## src/rtl/jk_bank_arbiter.sv

```systemverilog
// rtl/jk_bank_arbiter.sv - round-robin arbiter sharing a JK flip-flop bank among requesters; optional JK_ARB_LOCK_EN
module jk_bank_arbiter #(
  parameter int NUM_REQ = 4,
  parameter int WIDTH   = 8,
  parameter int IDX_W   = 3
) (
  input  logic                     clk,
  input  logic                     rst_n,
  input  logic [NUM_REQ-1:0]       req_valid,
  output logic [NUM_REQ-1:0]       req_ready,
  input  logic [NUM_REQ*IDX_W-1:0] req_idx,
  input  logic [NUM_REQ*2-1:0]     req_jk,
`ifdef JK_ARB_LOCK_EN
  input  logic [NUM_REQ-1:0]       req_lock,
`endif
  output logic [WIDTH-1:0]         q,
  output logic                     grant_valid,
  output logic [2:0]               grant_id,
  output logic                     busy,
  output logic                     err
);

  // Round-robin pointer and issue stage
  logic [2:0]       ptr_q, ptr_d;
  logic             iss_valid_q, iss_valid_d;
  logic [IDX_W-1:0] iss_idx_q, iss_idx_d;
  logic [1:0]       iss_jk_q, iss_jk_d;
  logic [2:0]       iss_id_q, iss_id_d;

  // JK bank and sticky error
  logic [WIDTH-1:0] q_q, q_d;
  logic             err_q, err_d;

  // Arbitration results
  logic             xfer;
  logic             lock_win;
  logic [2:0]       win_id;
  logic [IDX_W-1:0] win_idx;
  logic [1:0]       win_jk;

`ifdef JK_ARB_LOCK_EN
  // Set once any transfer has happened, so iss_id_q names a real previous owner
  logic             have_last_q, have_last_d;
`endif

  // Pick the winner: a held lock first, otherwise the first valid requester from the pointer
  always_comb begin
    req_ready = '0;
    xfer      = 1'b0;
    lock_win  = 1'b0;
    win_id    = '0;
    win_idx   = '0;
    win_jk    = '0;
    ptr_d     = ptr_q;

`ifdef JK_ARB_LOCK_EN
    if (have_last_q) begin
      for (int i = 0; i < NUM_REQ; i++) begin
        if (i == int'(iss_id_q) && req_valid[i] && req_lock[i]) begin
          lock_win = 1'b1;
          xfer     = 1'b1;
          win_id   = iss_id_q;
        end
      end
    end
`endif

    if (!xfer) begin
      for (int k = 0; k < NUM_REQ; k++) begin
        for (int i = 0; i < NUM_REQ; i++) begin
          if (!xfer && i == (int'(ptr_q) + k) % NUM_REQ && req_valid[i]) begin
            xfer   = 1'b1;
            win_id = 3'(i);
          end
        end
      end
    end

    for (int i = 0; i < NUM_REQ; i++) begin
      if (xfer && i == int'(win_id)) begin
        req_ready[i] = 1'b1;
        win_idx      = req_idx[i*IDX_W +: IDX_W];
        win_jk       = req_jk[i*2 +: 2];
      end
    end

    // A locked re-grant leaves the rotation where it was
    if (xfer && !lock_win) begin
      ptr_d = 3'((int'(win_id) + 1) % NUM_REQ);
    end
  end

  // Stage 1: capture the granted command; stage 2: apply the issue-stage command to the bank
  always_comb begin
    iss_valid_d = xfer;
    iss_idx_d   = iss_idx_q;
    iss_jk_d    = iss_jk_q;
    iss_id_d    = iss_id_q;
    q_d         = q_q;
    err_d       = err_q;

    if (xfer) begin
      iss_idx_d = win_idx;
      iss_jk_d  = win_jk;
      iss_id_d  = win_id;
    end

    if (iss_valid_q) begin
      if (int'(iss_idx_q) < WIDTH) begin
        for (int b = 0; b < WIDTH; b++) begin
          if (int'(iss_idx_q) == b) begin
            case (iss_jk_q)
              2'b01:   q_d[b] = 1'b0;
              2'b10:   q_d[b] = 1'b1;
              2'b11:   q_d[b] = ~q_q[b];
              default: q_d[b] = q_q[b];
            endcase
          end
        end
      end else begin
        err_d = 1'b1;
      end
    end
  end

`ifdef JK_ARB_LOCK_EN
  // Remember that a previous transfer exists for lock ownership
  always_comb begin
    have_last_d = have_last_q | xfer;
  end

  // Lock ownership register
  always_ff @(posedge clk or negedge rst_n) begin
    if (!rst_n) begin
      have_last_q <= 1'b0;
    end else begin
      have_last_q <= have_last_d;
    end
  end
`endif

  // State registers; reset discards the issue stage and clears the bank at once
  always_ff @(posedge clk or negedge rst_n) begin
    if (!rst_n) begin
      ptr_q       <= '0;
      iss_valid_q <= 1'b0;
      iss_idx_q   <= '0;
      iss_jk_q    <= '0;
      iss_id_q    <= '0;
      q_q         <= '0;
      err_q       <= 1'b0;
    end else begin
      ptr_q       <= ptr_d;
      iss_valid_q <= iss_valid_d;
      iss_idx_q   <= iss_idx_d;
      iss_jk_q    <= iss_jk_d;
      iss_id_q    <= iss_id_d;
      q_q         <= q_d;
      err_q       <= err_d;
    end
  end

  assign q           = q_q;
  assign grant_valid = iss_valid_q;
  assign grant_id    = iss_id_q;
  assign busy        = iss_valid_q;
  assign err         = err_q;

endmodule

```

## config.mk

```make
export PLATFORM = sky130hd
export DESIGN_NAME = jk_bank_arbiter
export DESIGN_NICKNAME = d
export VERILOG_FILES = /design/src/rtl/jk_bank_arbiter.sv
export SDC_FILE = /design/constraint.sdc
export NUM_CORES = 1
export LEC_CHECK = 0
export CAP_MARGIN = 5
export CORE_MARGIN = 1.5
export CORE_UTILIZATION = 43
export CTS_CLUSTER_DIAMETER = 150
export CTS_CLUSTER_SIZE = 24
export DETAILED_ROUTE_END_ITERATION = 10
export PLACE_DENSITY_LB_ADDON = 0.12
export SYNTH_ARGS = -nofsm -noshare
export SYNTH_HDL_FRONTEND = slang
export SYNTH_SLANG_ARGS = --single-unit
```

## constraint.sdc

```tcl
create_clock -name clk -period 2.1 [get_ports clk]
set_input_delay 0.315 -clock clk [delete_from_list [all_inputs] [get_ports clk]]
set_output_delay 0.315 -clock clk [all_outputs]
set_load 0.01 [all_outputs]
```

### Yosys cells after proc, flatten, opt, wreduce, memory -nomap -nowiden

Index checks and enable logic that the tools add are counted.

| cells by class | value |
|---|---|
| add/subtract/negate cells | 4 |
| multipliers | 0 |
| div/mod/pow operators | 0 |
| magnitude comparators | 0 |
| eq/ne operators | 25 |
| shift operators | 0 |
| multiplexer cells | 51 |
| bitwise operators | 11 |
| reduce and logical (&&, ||, !) cells | 68 |

Operator list:

| operator | number |
|---|---|
| $logic_not A32 Y1 | 4 |
| $mux W3 | 17 |
| $logic_and A1 B1 Y1 | 35 |
| $eq A3 B3 Y1 const A | 8 |
| $pmux W1 S3 | 8 |
| $reduce_and A3 Y1 | 8 |
| $mux W1 | 21 |
| $logic_not A1 Y1 | 15 |
| $eq A2 B3 Y1 const A | 4 |
| $eq A3 B3 Y1 const B | 4 |
| $mux W2 | 5 |
| $not A1 Y1 | 8 |
| $eq A3 B2 Y1 const B | 2 |
| $logic_not A3 Y1 | 2 |
| $reduce_or A2 Y1 | 3 |
| $add A2 B1 Y2 const B | 2 |
| $add A2 B2 Y2 const B | 2 |
| $eq A2 B2 Y1 const A | 2 |
| $eq A2 B2 Y1 const B | 2 |
| $and A1 B1 Y1 const A | 3 |
| $eq A3 B1 Y1 const B | 1 |
| $reduce_bool A3 Y1 | 1 |
| $eq A1 B2 Y1 const A | 1 |
| $eq A2 B1 Y1 const B | 1 |

| storage, ports and cells | value |
|---|---|
| register bits | 19 |
| bits in latches | 0 |
| bits in writable memories | 0 |
| ROM bits | 0 |
| input port bits | 26 |
| logic and storage cells | 172 |
| memories kept | 0 |

### Longest topological paths before layout

Gate-level depths: netlist of run 1.

| depth | value |
|---|---|
| depth after elaboration | 69 |
| gate-level depth with buffers | 10 |

### Worst setup path before layout of run 1

Ideal clock, no wire load.

| timing | value |
|---|---|
| kind | register to register |
| start | register ptr_q[1] |
| end | register iss_idx_q[0] |
| arrival | 1824 ps |
| slack | 194 ps |
| cell stages (with the launch flop) | 10 |
| cell sequence | dfrtp_1 -> buf_2 -> nor3_1 -> a31oi_1 -> or2_1 -> ha_1 -> nor2b_1 -> a22o_1 -> nand2_1 -> a31oi_1 |

| between the ends | value |
|---|---|
| word-level cells in the longest chain between the ends | 69 |

Ends and longest elaborated chain:

| item | RTL line | RTL |
|---|---|---|
| start: declaration | 24 | `logic [2:0] ptr_q, ptr_d;` |
| start signal: assignment | 153 | `ptr_q <= ptr_d;` |
| $logic_not A32 Y1 | 71 | `if (!xfer && i == (int'(ptr_q) + k) % NUM_REQ && req_valid[i]) begin` |
| $logic_and A1 B1 Y1 | 71 |  |
| $mux W1 | 71 |  |
| $logic_not A1 Y1 | 71 |  |
| $logic_and A1 B1 Y1 (2 in a row) | 71 |  |
| $mux W1 | 71 |  |
| $logic_not A1 Y1 | 71 |  |
| $logic_and A1 B1 Y1 (2 in a row) | 71 |  |
| (+46 left out) | -- |  |
| $logic_and A1 B1 Y1 (2 in a row) | 71 |  |
| $mux W1 | 71 |  |
| $logic_not A1 Y1 | 71 |  |
| $logic_and A1 B1 Y1 (2 in a row) | 71 |  |
| $mux W3 | 71 |  |
| $logic_not A3 Y1 | 80 | `if (xfer && i == int'(win_id)) begin` |
| $logic_and A1 B1 Y1 | 80 |  |
| $mux W3 (4 in a row) | 80 |  |
| end signal: assignment | 155 | `iss_idx_q <= iss_idx_d;` |
| end: declaration | 26 | `logic [IDX_W-1:0] iss_idx_q, iss_idx_d;` |

Several ways; a longest one is shown, not always the timed one.
A chain may end at the register's enable or synchronous reset.

### Worst setup path after layout of run 1

| timing | value |
|---|---|
| start | register ptr_q[0] |
| end | output port req_ready[1] |

| between the ends | value |
|---|---|
| word-level cells in the longest chain between the ends | 66 |

Ends and longest elaborated chain:

| item | RTL line | RTL |
|---|---|---|
| $logic_not A32 Y1 | 71 |  |
| $logic_and A1 B1 Y1 | 71 |  |
| $mux W1 | 71 |  |
| $logic_not A1 Y1 | 71 |  |
| $logic_and A1 B1 Y1 (2 in a row) | 71 |  |
| $mux W1 | 71 |  |
| $logic_not A1 Y1 | 71 |  |
| $logic_and A1 B1 Y1 (2 in a row) | 71 |  |
| (+48 left out) | -- |  |
| $mux W1 | 71 |  |
| $logic_not A1 Y1 | 71 |  |
| $logic_and A1 B1 Y1 (2 in a row) | 71 |  |
| $mux W3 (*) | 71 |  |
| named net win_id[0] | 37 | `logic [2:0] win_id;` |
| $eq A2 B3 Y1 (*) | 80 |  |
| $logic_and A1 B1 Y1 (*) | 80 |  |
| $mux W1 (*) | 80 |  |
| end: declaration | 10 | `output logic [NUM_REQ-1:0] req_ready,` |

The timed path passes the listed nets; every way through them passes the cells marked *.

==> results of run 1 <==
flip-flops by register name, indices dropped and copies added, names as in the netlist:
name,count
iss_jk_q,2
iss_idx_q,3
busy,1
grant_id,2
ptr_q,2
q,8
timing repair:
action / CTS / global route
resized for setup: 24 / 11
pin swaps: 2 / 7
setup buffers: 2 / 1
endpoints found under the setup margin: 9 / 4
final cells by class:
| cell class | instances | area [um2] | share of cell area, % |
|---|---|---|---|
| Inverter | 4 | 15.01 | 0.8141 |
| Tap cell | 30 | 37.54 | 2.035 |
| Multi-Input combinational cell | 104 | 685.7 | 37.18 |
| Sequential cell | 18 | 452.9 | 24.56 |
| Timing Repair Buffer | 69 | 616.8 | 33.45 |
| Clock buffer | 4 | 36.28 | 1.967 |
per-layer routing:
layer / vias to the layer above / global-route usage [%] / share of wire [%]
met5: - / 0 / 0
met4: 0 / 10.42 / 1.7
met3: 8 / 5.191 / 6.7
met2: 55 / 40.28 / 50
met1: 599 / 27.36 / 42
li1: 615 / - / -
critical path, cell delays in order, from the launching register on:
cell and delay [ns]:
dfrtp_2 0.47, nor2b_4 0.16, nor3_4 0.06, a31oi_2 0.16, buf_4 0.14, nor2_1 0.04, ha_2 0.17, and2_1 0.13
buf_2 0.13
synthesized netlist by cell type:
| cell | count | area, um2 |
|---|---|---|
| nand2b_1 | 3 | 18.77 |
| nor2_1 | 7 | 26.28 |
| o32ai_1 | 5 | 43.79 |
| a31oi_1 | 7 | 43.79 |
| a311o_2 | 1 | 11.26 |
| nor3_1 | 3 | 15.01 |
| nand2_2 | 1 | 6.260 |
| inv_1 | 4 | 15.01 |
| o31ai_1 | 6 | 45.04 |
| a22o_1 | 5 | 43.79 |
| dfrtp_1 | 18 | 450.4 |
| nand2_1 | 23 | 86.33 |
| or2_1 | 2 | 12.51 |
| buf_4 | 4 | 30.03 |
| ha_1 | 2 | 25.02 |
| a21boi_0 | 2 | 15.01 |
| nand4_1 | 5 | 31.28 |
| o22ai_1 | 1 | 6.260 |
| nor3_2 | 1 | 10.01 |
| o21ai_0 | 4 | 20.02 |
| a21oi_2 | 1 | 8.760 |
| a21o_1 | 2 | 15.01 |
| a21oi_1 | 3 | 15.01 |
| o211ai_2 | 1 | 12.51 |
| mux2_1 | 1 | 11.26 |
| buf_2 | 5 | 25.02 |
| conb_1 | 1 | 3.750 |
| and2_1 | 3 | 18.77 |
| nand2b_4 | 1 | 13.76 |
| nor2_2 | 2 | 12.51 |
| nand3_1 | 2 | 10.01 |
| nor2b_1 | 3 | 18.77 |
| o21ai_1 | 5 | 25.02 |
report_power, final:
group / switching, mW / internal, mW / leakage, nW / total [mW]
registers: 0.201 / 0.502 / 0.217 / 0.703
clock network: 0.106 / 0.106 / 0.0210 / 0.211
logic: 0.576 / 0.692 / 0.568 / 1.27
total: 0.883 / 1.30 / 0.806 / 2.18
worst max-delay path by stage:
stage,start,endpoint,cells past startpoint
final,ptr_q[0],req_ready[1],8
after global routing,ptr_q[0],req_ready[2],7
after CTS,req_valid[3],req_ready[2],8
after detailed placement,req_valid[0],req_ready[2],8
after global placement,req_valid[2],req_ready[2],9
after floorplan,ptr_q[1],iss_idx_q[0],9
logic make-up after synthesis:
group	after synthesis	synth area share, %
AND/OR/NAND/NOR	56	24.45
AO/OA/AOI/OAI	43	26.64
flip-flops	18	39.30
buffers and inverters	13	6.113
adder cells (fa/ha/maj)	2	2.183
multiplexers	1	0.9825
other	1	0.3272
per-stage QoR:
| stage | TNS [ns] | cells | power (mW) |
|---|---|---|---|
| 2_1_floorplan | 0 | 135 | 1.295 |
| 3_5_place_dp | -3.503 | 223 | 1.854 |
| 3_3_place_gp | -3.169 | 223 | 1.824 |
| 5_1_grt | -0.05574 | 229 | 2.347 |
| 4_1_cts | 0 | 229 | 2.119 |
| 6_report | 0 | 229 | 2.182 |
==> impl_metrics.json, run 1 <==
{
  "status": "finished clean",
  "yosys_register_bits": 18,
  "cp-start-kind": "flop",
  "final_cell_mix": "clkdlybuf4s50_1 (33), buf_4 (26), nand2_1 (23)",
  "skew_ns": 0.007501,
  "antenna_cells": 0,
  "critPathKind": "flop to primary output",
  "ant_nets": 0,
  "fp.dieH_um": 54.63,
  "drc": 0,
  "grt_max_degree": 19,
  "num-fill-cells": 172,
  "max_freq_mhz": 484.4,
  "clk_latency_ns": 0.29,
  "dp_hpwl_mm": 2.384,
  "hp-class": "input pin to asynchronous set/reset pin",
  "ys_seq_area_share_pct": 39.30,
  "placedInstanceArea_mm2": 0.001738,
  "antenna_found_initial": 0,
  "port_buffers": 41,
  "wl_per_cell_um": 14.09,
  "dp_worst_setup_slack_ns": -0.4723,
  "yosysWarningCount": 0,
  "num_vias": 1277,
  "r2r_cells": 9,
  "drt-vias-per-instance": 5.576,
  "grt_pass1_wl_mm": 5.016,
  "min_period_over_period_pct": 98.30,
  "cts_tree": "yes",
  "synth_cell_types": 33,
  "nets": 228,
  "cts.clk_slew.worst_paths_ns": 0.11,
  "io_pins": 44,
  "drt_wl_total_mm": 3.226,
  "fin_ws_ns": 0.03576,
  "required_ns": 1.78,
  "worstPathArrival_ns": 1.75,
  "rsz0062_at_grt": "true",
  "cts_buffers": 3,
  "syn_area_per_cell_um2": 8.553,
  "layout.core_utilization_pct": 73.77,
  "fin_crit_ns": 2.064,
  "start_util_pct": 45.85,
  "coreArea_mm2": 0.002500,
  "r2r_start": "ptr_q[0]",
  "place.gp.congestion": 0.8571,
  "cts_buffer_depth": 2,
  "syn2layout_area_growth_pct": 60.92,
  "r2r-end": "iss_idx_q[1]",
  "initialDrtViolationCount": 48,
  "cts_root_buffer": "clkbuf_4",
  "rows": 18,
  "drv_cap": 0,
  "synth_cells": 134,
  "grt_pass1_vias": 1177,
  "hold_viol_final": 0,
  "firstDrtPassIters": 4,
  "setup_viol": 0,
  "finalInstanceArea_mm2": 0.001844,
  "die-width_um": 54.63,
  "path_max_fanout": 4,
  "syn_area_mm2": 0.001146,
  "hold_buffers": 0,
  "hold_ws_ns": 0.3395,
  "r2r_slack_ns": 0.08,
  "slew_viol_final": 0,
  "ir_drop_uv": 790.8,
  "grt_usage_pct": 23.37,
  "power_density_mw_per_mm2": 1183,
  "final_common_cell": "clkdlybuf4s50_1",
  "cts.sinks": 18,
  "drive_gt1_share_pct": 27.64,
  "leakage_nw": 0.8064,
  "htreeDepth": 1,
  "grt_remaining_overflow": 0,
  "dieArea_mm2": 0.002984,
  "endpoint_kind": "primary output"
}
(Power assumes the default switching activity.)
==> run 2: changes to the inputs <==
--- a/config.mk
+++ b/config.mk
@@ -5,7 +5,7 @@
 export SDC_FILE = /design/constraint.sdc
 export NUM_CORES = 1
 export LEC_CHECK = 0
-export CAP_MARGIN = 5
+export CAP_MARGIN = 10
 export CORE_MARGIN = 1.5
 export CORE_UTILIZATION = 43
 export CTS_CLUSTER_DIAMETER = 150
==> results of run 2 <==
The final DEF is identical to that of run 1; final timing and power are the same.
